File: src/rtl/battle_pkg.sv
// Shared types, constants and damage helpers for the turn-based battle engine.
package battle_pkg;

    typedef enum logic [3:0] {
        ST_IDLE,
        ST_INIT,
        ST_PLAYER_SEL,
        ST_PLAYER_ATK,
        ST_ENEMY_WAIT,
        ST_ENEMY_ATK,
        ST_SWITCH,
        ST_DONE,
        ST_EXIT
    } battle_state_t;

    // Move power indexed by move number: {10,15,20,25}
    localparam logic [3:0][7:0] MOVE_POWER = {8'd25, 8'd20, 8'd15, 8'd10};

    localparam logic [7:0] KEY_W     = 8'h1A;
    localparam logic [7:0] KEY_S     = 8'h16;
    localparam logic [7:0] KEY_ENTER = 8'h28;

    // Right-shift Galois mask for x^8+x^6+x^5+x^4+1
    localparam logic [7:0] LFSR_TAPS = 8'hB8;

    // Base move power, doubled when the attacker type is one step ahead of the defender
    function automatic logic [7:0] calc_dmg(input logic [2:0] attacker_id,
                                            input logic [2:0] defender_id,
                                            input logic [1:0] move);
        logic [7:0] base;
        base = MOVE_POWER[move];
        if (attacker_id[1:0] == defender_id[1:0] + 2'd1) begin
            return base << 1;
        end
        return base;
    endfunction

    // HP subtraction clamped at zero
    function automatic logic [7:0] sat_sub(input logic [7:0] hp, input logic [7:0] dmg);
        return (hp <= dmg) ? 8'd0 : hp - dmg;
    endfunction

endpackage

File: src/rtl/battle_lfsr.sv
// Free-running 8-bit Galois LFSR; advances every cycle and never reaches zero from a non-zero seed.
module battle_lfsr
    import battle_pkg::*;
#(
    parameter logic [7:0] SEED = 8'hA5
) (
    input  logic       Clk,
    input  logic       Reset_n,
    output logic [7:0] value
);

    // Shift right, folding the dropped bit back through the tap mask
    always_ff @(posedge Clk or negedge Reset_n) begin
        if (!Reset_n) begin
            value <= SEED;
        end else begin
            value <= {1'b0, value[7:1]} ^ (value[0] ? LFSR_TAPS : 8'h00);
        end
    end

endmodule

File: src/rtl/battle_controller.sv
// Turn-based battle engine driven by the game-state FSM.
// Optional feature: define BATTLE_CRIT_EN to enable critical hits
// (damage doubled again when lfsr[7:5] == 3'b111).
module battle_controller
    import battle_pkg::*;
#(
    parameter logic [7:0]  MAX_HP      = 8'd100,
    parameter logic [23:0] ENEMY_DELAY = 24'd12_500_000,
    parameter logic [7:0]  LFSR_SEED   = 8'hA5
) (
    input  logic            Clk,
    input  logic            Reset_n,
    input  logic            is_battle,
    input  logic [7:0]      keycode,
    input  logic [2:0][2:0] my_team,
    output logic            end_battle,
    output logic            result,
    output logic [1:0]      my_cur,
    output logic [2:0]      enemy_cur_id,
    output logic [7:0]      my_hp,
    output logic [7:0]      enemy_hp,
    output logic [1:0]      move_sel,
    output logic            enemy_turn
);

    battle_state_t state;
    logic [7:0]    prev_key;
    logic [23:0]   counter;
    logic [7:0]    hp [3];
    logic [7:0]    lfsr;
    logic          press;
    logic [2:0]    my_id;
    logic [7:0]    player_dmg;
    logic [7:0]    enemy_dmg;
    logic [7:0]    enemy_hp_next;
    logic [7:0]    my_hp_next;
    logic          unused_lfsr_bits;

    battle_lfsr #(.SEED(LFSR_SEED)) u_lfsr (
        .Clk     (Clk),
        .Reset_n (Reset_n),
        .value   (lfsr)
    );

    // Only some LFSR bits feed the game logic in a given build
    assign unused_lfsr_bits = ^lfsr;

    assign press      = (keycode != 8'h00) && (prev_key == 8'h00);
    assign my_hp      = hp[my_cur];
    assign enemy_turn = (state == ST_ENEMY_WAIT) || (state == ST_ENEMY_ATK);

    // Previous keycode for rising-edge key detection
    always_ff @(posedge Clk or negedge Reset_n) begin
        if (!Reset_n) begin
            prev_key <= '0;
        end else begin
            prev_key <= keycode;
        end
    end

    // Damage for both attack directions and the resulting HP values
    always_comb begin
        my_id      = my_team[my_cur];
        player_dmg = calc_dmg(my_id, enemy_cur_id, move_sel);
        enemy_dmg  = calc_dmg(enemy_cur_id, my_id, lfsr[1:0]);
`ifdef BATTLE_CRIT_EN
        if (lfsr[7:5] == 3'b111) begin
            player_dmg = player_dmg << 1;
            enemy_dmg  = enemy_dmg << 1;
        end
`endif
        enemy_hp_next = sat_sub(enemy_hp, player_dmg);
        my_hp_next    = sat_sub(hp[my_cur], enemy_dmg);
    end

    // Battle sequencer with registered outputs
    always_ff @(posedge Clk or negedge Reset_n) begin
        if (!Reset_n) begin
            state        <= ST_IDLE;
            end_battle   <= 1'b0;
            result       <= 1'b0;
            my_cur       <= '0;
            enemy_cur_id <= '0;
            enemy_hp     <= '0;
            move_sel     <= '0;
            counter      <= '0;
            for (int unsigned i = 0; i < 3; i++) begin
                hp[i] <= '0;
            end
        end else begin
            end_battle <= 1'b0;
            if (!is_battle && (state != ST_IDLE) && (state != ST_EXIT)) begin
                state <= ST_IDLE;
            end else begin
                case (state)
                    ST_IDLE: begin
                        if (is_battle) begin
                            state <= ST_INIT;
                        end
                    end
                    ST_INIT: begin
                        for (int unsigned i = 0; i < 3; i++) begin
                            hp[i] <= MAX_HP;
                        end
                        enemy_hp     <= MAX_HP;
                        enemy_cur_id <= lfsr[2:0];
                        my_cur       <= '0;
                        move_sel     <= '0;
                        result       <= 1'b0;
                        state        <= ST_PLAYER_SEL;
                    end
                    ST_PLAYER_SEL: begin
                        if (press) begin
                            if (keycode == KEY_W) begin
                                move_sel <= move_sel - 2'd1;
                            end else if (keycode == KEY_S) begin
                                move_sel <= move_sel + 2'd1;
                            end else if (keycode == KEY_ENTER) begin
                                state <= ST_PLAYER_ATK;
                            end
                        end
                    end
                    ST_PLAYER_ATK: begin
                        enemy_hp <= enemy_hp_next;
                        if (enemy_hp_next == 8'd0) begin
                            result <= 1'b1;
                            state  <= ST_DONE;
                        end else begin
                            counter <= '0;
                            state   <= ST_ENEMY_WAIT;
                        end
                    end
                    ST_ENEMY_WAIT: begin
                        if (counter == ENEMY_DELAY - 24'd1) begin
                            state <= ST_ENEMY_ATK;
                        end else begin
                            counter <= counter + 24'd1;
                        end
                    end
                    ST_ENEMY_ATK: begin
                        hp[my_cur] <= my_hp_next;
                        state      <= (my_hp_next == 8'd0) ? ST_SWITCH : ST_PLAYER_SEL;
                    end
                    ST_SWITCH: begin
                        if (my_cur == 2'd2) begin
                            result <= 1'b0;
                            state  <= ST_DONE;
                        end else begin
                            my_cur   <= my_cur + 2'd1;
                            move_sel <= '0;
                            state    <= ST_PLAYER_SEL;
                        end
                    end
                    ST_DONE: begin
                        end_battle <= 1'b1;
                        state      <= ST_EXIT;
                    end
                    ST_EXIT: begin
                        if (!is_battle) begin
                            state <= ST_IDLE;
                        end
                    end
                    default: state <= ST_IDLE;
                endcase
            end
        end
    end

endmodule

File: config.mk
export PLATFORM = sky130hd
export DESIGN_NAME = battle_controller
export DESIGN_NICKNAME = d
export VERILOG_FILES = /design/src/rtl/battle_pkg.sv /design/src/rtl/battle_lfsr.sv /design/src/rtl/battle_controller.sv
export SDC_FILE = /design/constraint.sdc
export NUM_CORES = 1
export LEC_CHECK = 0
export BUFFER_PORTS_ARGS = -buffer_cell sky130_fd_sc_hd__buf_4
export CAP_MARGIN = 20
export CELL_PAD_IN_SITES_DETAIL_PLACEMENT = 0
export CELL_PAD_IN_SITES_GLOBAL_PLACEMENT = 2
export CORE_MARGIN = 5
export CORE_UTILIZATION = 34
export DETAILED_ROUTE_END_ITERATION = 10
export PLACE_DENSITY_LB_ADDON = 0.1
export SYNTH_ARGS = -nofsm -noshare
export SYNTH_HDL_FRONTEND = slang
export SYNTH_SLANG_ARGS = --single-unit
File: constraint.sdc
create_clock -name Clk -period 3.5 [get_ports Clk]
set_input_delay 0.35 -clock Clk [delete_from_list [all_inputs] [get_ports Clk]]
set_output_delay 0.35 -clock Clk [all_outputs]
set_load 0.005 [all_outputs]
==> summary.txt <==
Run status
  • Status: complete, but fails checks
  • Failing checks: setup timing

Placed design
  • Pre-CTS WS: -0.160 ns
  • Gpl congestion: 0.839
  • Placed cell count: 882
  • Detail Placement HPWL: 11.1 mm
  • PortBufs: 42

Synth
  • Sequential element share of the synthesized area: between 30% and 40%
  • Top cells by area, synth: dfrtp_1 (37%), o21ai_0 (4.6%), ha_1 (4.1%)
  • Share of the synthesized area in the top cell type: 37.2%
  • Area leader, netlist: dfrtp_1
  • Yosys warning count: 0
  • Syn_area_per_cell: 9.01 um2
  • Cells after Synth: about 600
  • Synth Register Bits: 85
  • Synth unique cells: 78
  • FFs w/ async S/R, synth: 100%
  • EDFF count, synth: 0
  • Top FF cell, synth: dfrtp_1
  • Post-synth design cell area: roughly 5400 um2
  • Net Count, Synth: ~650

Layout
  • Antenna Cells: 0
  • Fin cells: just over 900
  • Area of the multi-input gates: 3450 um2
  • Layout cells sized above 1: slightly below 30%
  • Area growth, synth to finish: 30.2%
  • Register area: 2130 um2
  • Number of fill cells: 1534
  • Post-layout util: approximately 45%
  • Number of nets in the layout: about 730

Floorplanning
  • Num ports: 46
  • Chip width: between 100 and 150 um
  • Die H: around 140 um
  • Die area: roughly 19000 um2
  • Initial Utilization: about a third
  • Core Area: about 16000 um2
  • # rows: between 40 and 50

Detailed routing
  • Vias/cell: 5.33
  • Vias post-DR: between 4k and 5k
  • WL/cell: approximately 17 um
  • Initial detailed-routing violation count: 253
  • Total routed wirelength: ~16 mm
  • Antenna Nets Post-Route: 0
  • # DRC: 0
  • Drt first pass iters: 5

Setup path
  • Worst Path Arrival: around 3.8 ns
  • Crit-path max FO: 10
  • CP Class: reg2reg
  • Critical path endpoint category: register
  • Critical path launch point type: register
  • WP data required: between 3 and 4 ns

STA
  • Final min period: about 3.5 ns
  • RSZ-0062 raised after global routing: true
  • Final Setup Violations: 18
  • Final worst setup slack: -0.0331 ns
  • Slew headroom: between 40% and 50%
  • Sum Neg Setup Slack: -0.355 ns
  • Worst-Margin Slew: roughly 0.86 ns
  • Count of pins over their slew limit: 0
  • Final worst-path cycle share: 101%
  • Fmax: approximately 0.28 GHz
  • Final Hold Vio Count: 0
  • Setup Skew: 0.00820 ns

Global route
  • First-pass GRT wire length: 25.0 mm
  • Number of global-route vias before repair: around 4.8k
  • Total Routing Usage GR: between 10% and 20%
  • Initial antenna violation count: 0
  • Largest net degree at the start of global routing: 63
  • Total grt overflow: 0

Clocking
  • CTS sink cnt: 85
  • H-tree Lvls: 3
  • TritonCTS buffer count: 9
  • Clk root buf: clkbuf_16
  • Later-pin clock latency in the skew report: 0.34 ns
  • Worst-path clk slew: about 0.07 ns
  • CTS tree: done
  • Clk buf depth: 2

Job
  • Max-cap violations: 0

Pwr
  • IR Drop Worst-Case VDD: about 320 uV
  • Pwr Total: between 3 and 4 mW
  • Leak Pwr: around 2.8 nW
  • Cell Pwr Density: approximately 520 nW/um2

Worst hold path
  • Hold Path Class: in2async
==> flip-flops by register name, indices dropped and copies added, names as in the netlist <==
| register | flops |
|---|---|
| counter | 24 |
| hp | 24 |
| enemy_hp | 8 |
| prev_key | 8 |
| u_lfsr.value | 8 |
| state | 4 |
| enemy_cur_id | 3 |
| move_sel | 2 |
| my_cur | 2 |
| end_battle | 1 |
| result | 1 |
==> Yosys cell counts, types with 3 or more instances <==
| master | n |
|---|---|
| o21a_1 | 6 |
| and2_1 | 6 |
| nor4_1 | 16 |
| nor2b_1 | 4 |
| o31ai_1 | 3 |
| mux2i_1 | 12 |
| nand4_1 | 10 |
| a32o_1 | 4 |
| xor2_1 | 8 |
| and4_1 | 4 |
| mux2_2 | 14 |
| o22ai_1 | 5 |
| and3_1 | 8 |
| a31oi_1 | 9 |
| nor3_1 | 23 |
| ha_1 | 18 |
| a21oi_1 | 25 |
| buf_2 | 10 |
| clkbuf_1 | 9 |
| o21ai_0 | 50 |
| nor2_1 | 50 |
| nand2_1 | 51 |
| nor3b_1 | 3 |
| inv_1 | 30 |
| xnor2_1 | 6 |
| dfrtp_1 | 81 |
| a211oi_1 | 3 |
| or4_1 | 3 |
| o21ai_1 | 9 |
| a21o_1 | 8 |
| o211ai_1 | 21 |
| or3_1 | 3 |
| a2111oi_0 | 3 |
| nand2b_1 | 11 |
| or2_2 | 6 |
| nand3_1 | 12 |
| nand3b_1 | 4 |
| dfstp_2 | 4 |
==> final cells by class <==
| cell class | instances | area share [%] |
|---|---|---|
| Clock buffer | 10 | 3.37 |
| Inverter | 31 | 1.64 |
| Clock inverter | 6 | 1.02 |
| Timing Repair Buffer | 96 | 11.4 |
| Tap cell | 216 | 3.81 |
| Multi-Input combinational cell | 463 | 48.6 |
| Sequential cell | 85 | 30.1 |
==> final timing paths <==
kind | slack, ns | end | depth (start not counted) | startpoint
worst max register to register | -0.03 | counter[9]$_DFFE_PN0P_ | 15 | my_cur[1]$_DFFE_PN0P_
worst max-delay path | -0.03 | counter[9]$_DFFE_PN0P_ | 15 | my_cur[1]$_DFFE_PN0P_
min in group Clk | 0.12 | prev_key[0]$_DFF_PN0_ | 1 | keycode[0]
max in group asynchronous | 2.63 | my_cur[1]$_DFFE_PN0P_ | 2 | Reset_n
worst min register to register | 0.35 | u_lfsr.value[2]$_DFF_PN1_ | 0 | u_lfsr.value[3]$_DFF_PN0_
worst min-delay path | 0.12 | counter[13]$_DFFE_PN0P_ | 1 | Reset_n
==> timing repair <==
action                                  CTS  global route
cloned                                    2             0
pin swaps                                10            19
resized for setup                        21            63
endpoints found under the setup margin   56            53
hold buffers                              0             0
setup buffers                             3             4
==> placed cells by master, fill, tap and decap left out, drive strengths merged, types with 5 or more instances in the layout <==
| cell type | instances |
|---|---|
| nor3 | 25 |
| clkinv | 5 |
| and3 | 8 |
| o22ai | 5 |
| nor4 | 18 |
| buf | 95 |
| a31oi | 9 |
| ha | 18 |
| nand2 | 51 |
| a21oi | 27 |
| nor2 | 50 |
| mux2 | 14 |
| mux2i | 14 |
| nand2b | 11 |
| o211ai | 21 |
| clkbuf | 11 |
| nand3 | 13 |
| inv | 30 |
| o21a | 6 |
| o21ai | 61 |
| and2 | 6 |
| a21o | 8 |
| nand4 | 11 |
| dfrtp | 81 |
| xnor2 | 6 |
| or2 | 7 |
| xor2 | 8 |
==> where the power goes <==
part / internal, mW / switching, mW / leakage [nW] / total, mW
sequential: 1.06 / 0.110 / 1.08 / 1.17
combinational: 0.712 / 0.774 / 1.60 / 1.49
clock: 0.578 / 0.424 / 0.149 / 1.00
total: 2.35 / 1.31 / 2.83 / 3.66
==> kinds of logic after synthesis <==
logic type	count (synthesis)	synth area share [%]
and+or+nand+nor	231	22.8
muxes	28	5.60
buffers and inverters	57	5.07
AOI/OAI and AO/OA	170	20.3
adders and majority gates	20	4.87
DFF	85	39.1
xor gates and xnor gates	14	2.25
==> worst max-delay path, cell delays in order, from the launching register on <==
cell	delay, ns
dfrtp_2	0.41
mux2i_2	0.27
o2bb2ai_4	0.10
xnor2_4	0.21
mux2i_4	0.36
nor2_2	0.08
a21o_1	0.20
fa_2	0.36
and2b_1	0.24
o211ai_1	0.13
a21oi_2	0.25
buf_4	0.18
a21oi_4	0.07
buf_12	0.16
nor4_2	0.27
a21oi_1	0.10
==> routing by layer <==
layer	part of all wire (%)	GRT usage, %	up-vias
li1	-	-	2387
met1	48	24.1	2349
met2	47	26.9	82
met3	3.4	2.54	18
met4	1.5	5.60	0
met5	0	0	-
==> through the flow <==
stage	cell area, um2	hold slack (ns)
global route	7090	0.0992
finish	7090	0.116
floorplan	5560	0.0544
global placement	6350	0.336
detailed placement	6350	0.344
CTS	6820	0.0975
(Power assumes the default switching activity.)
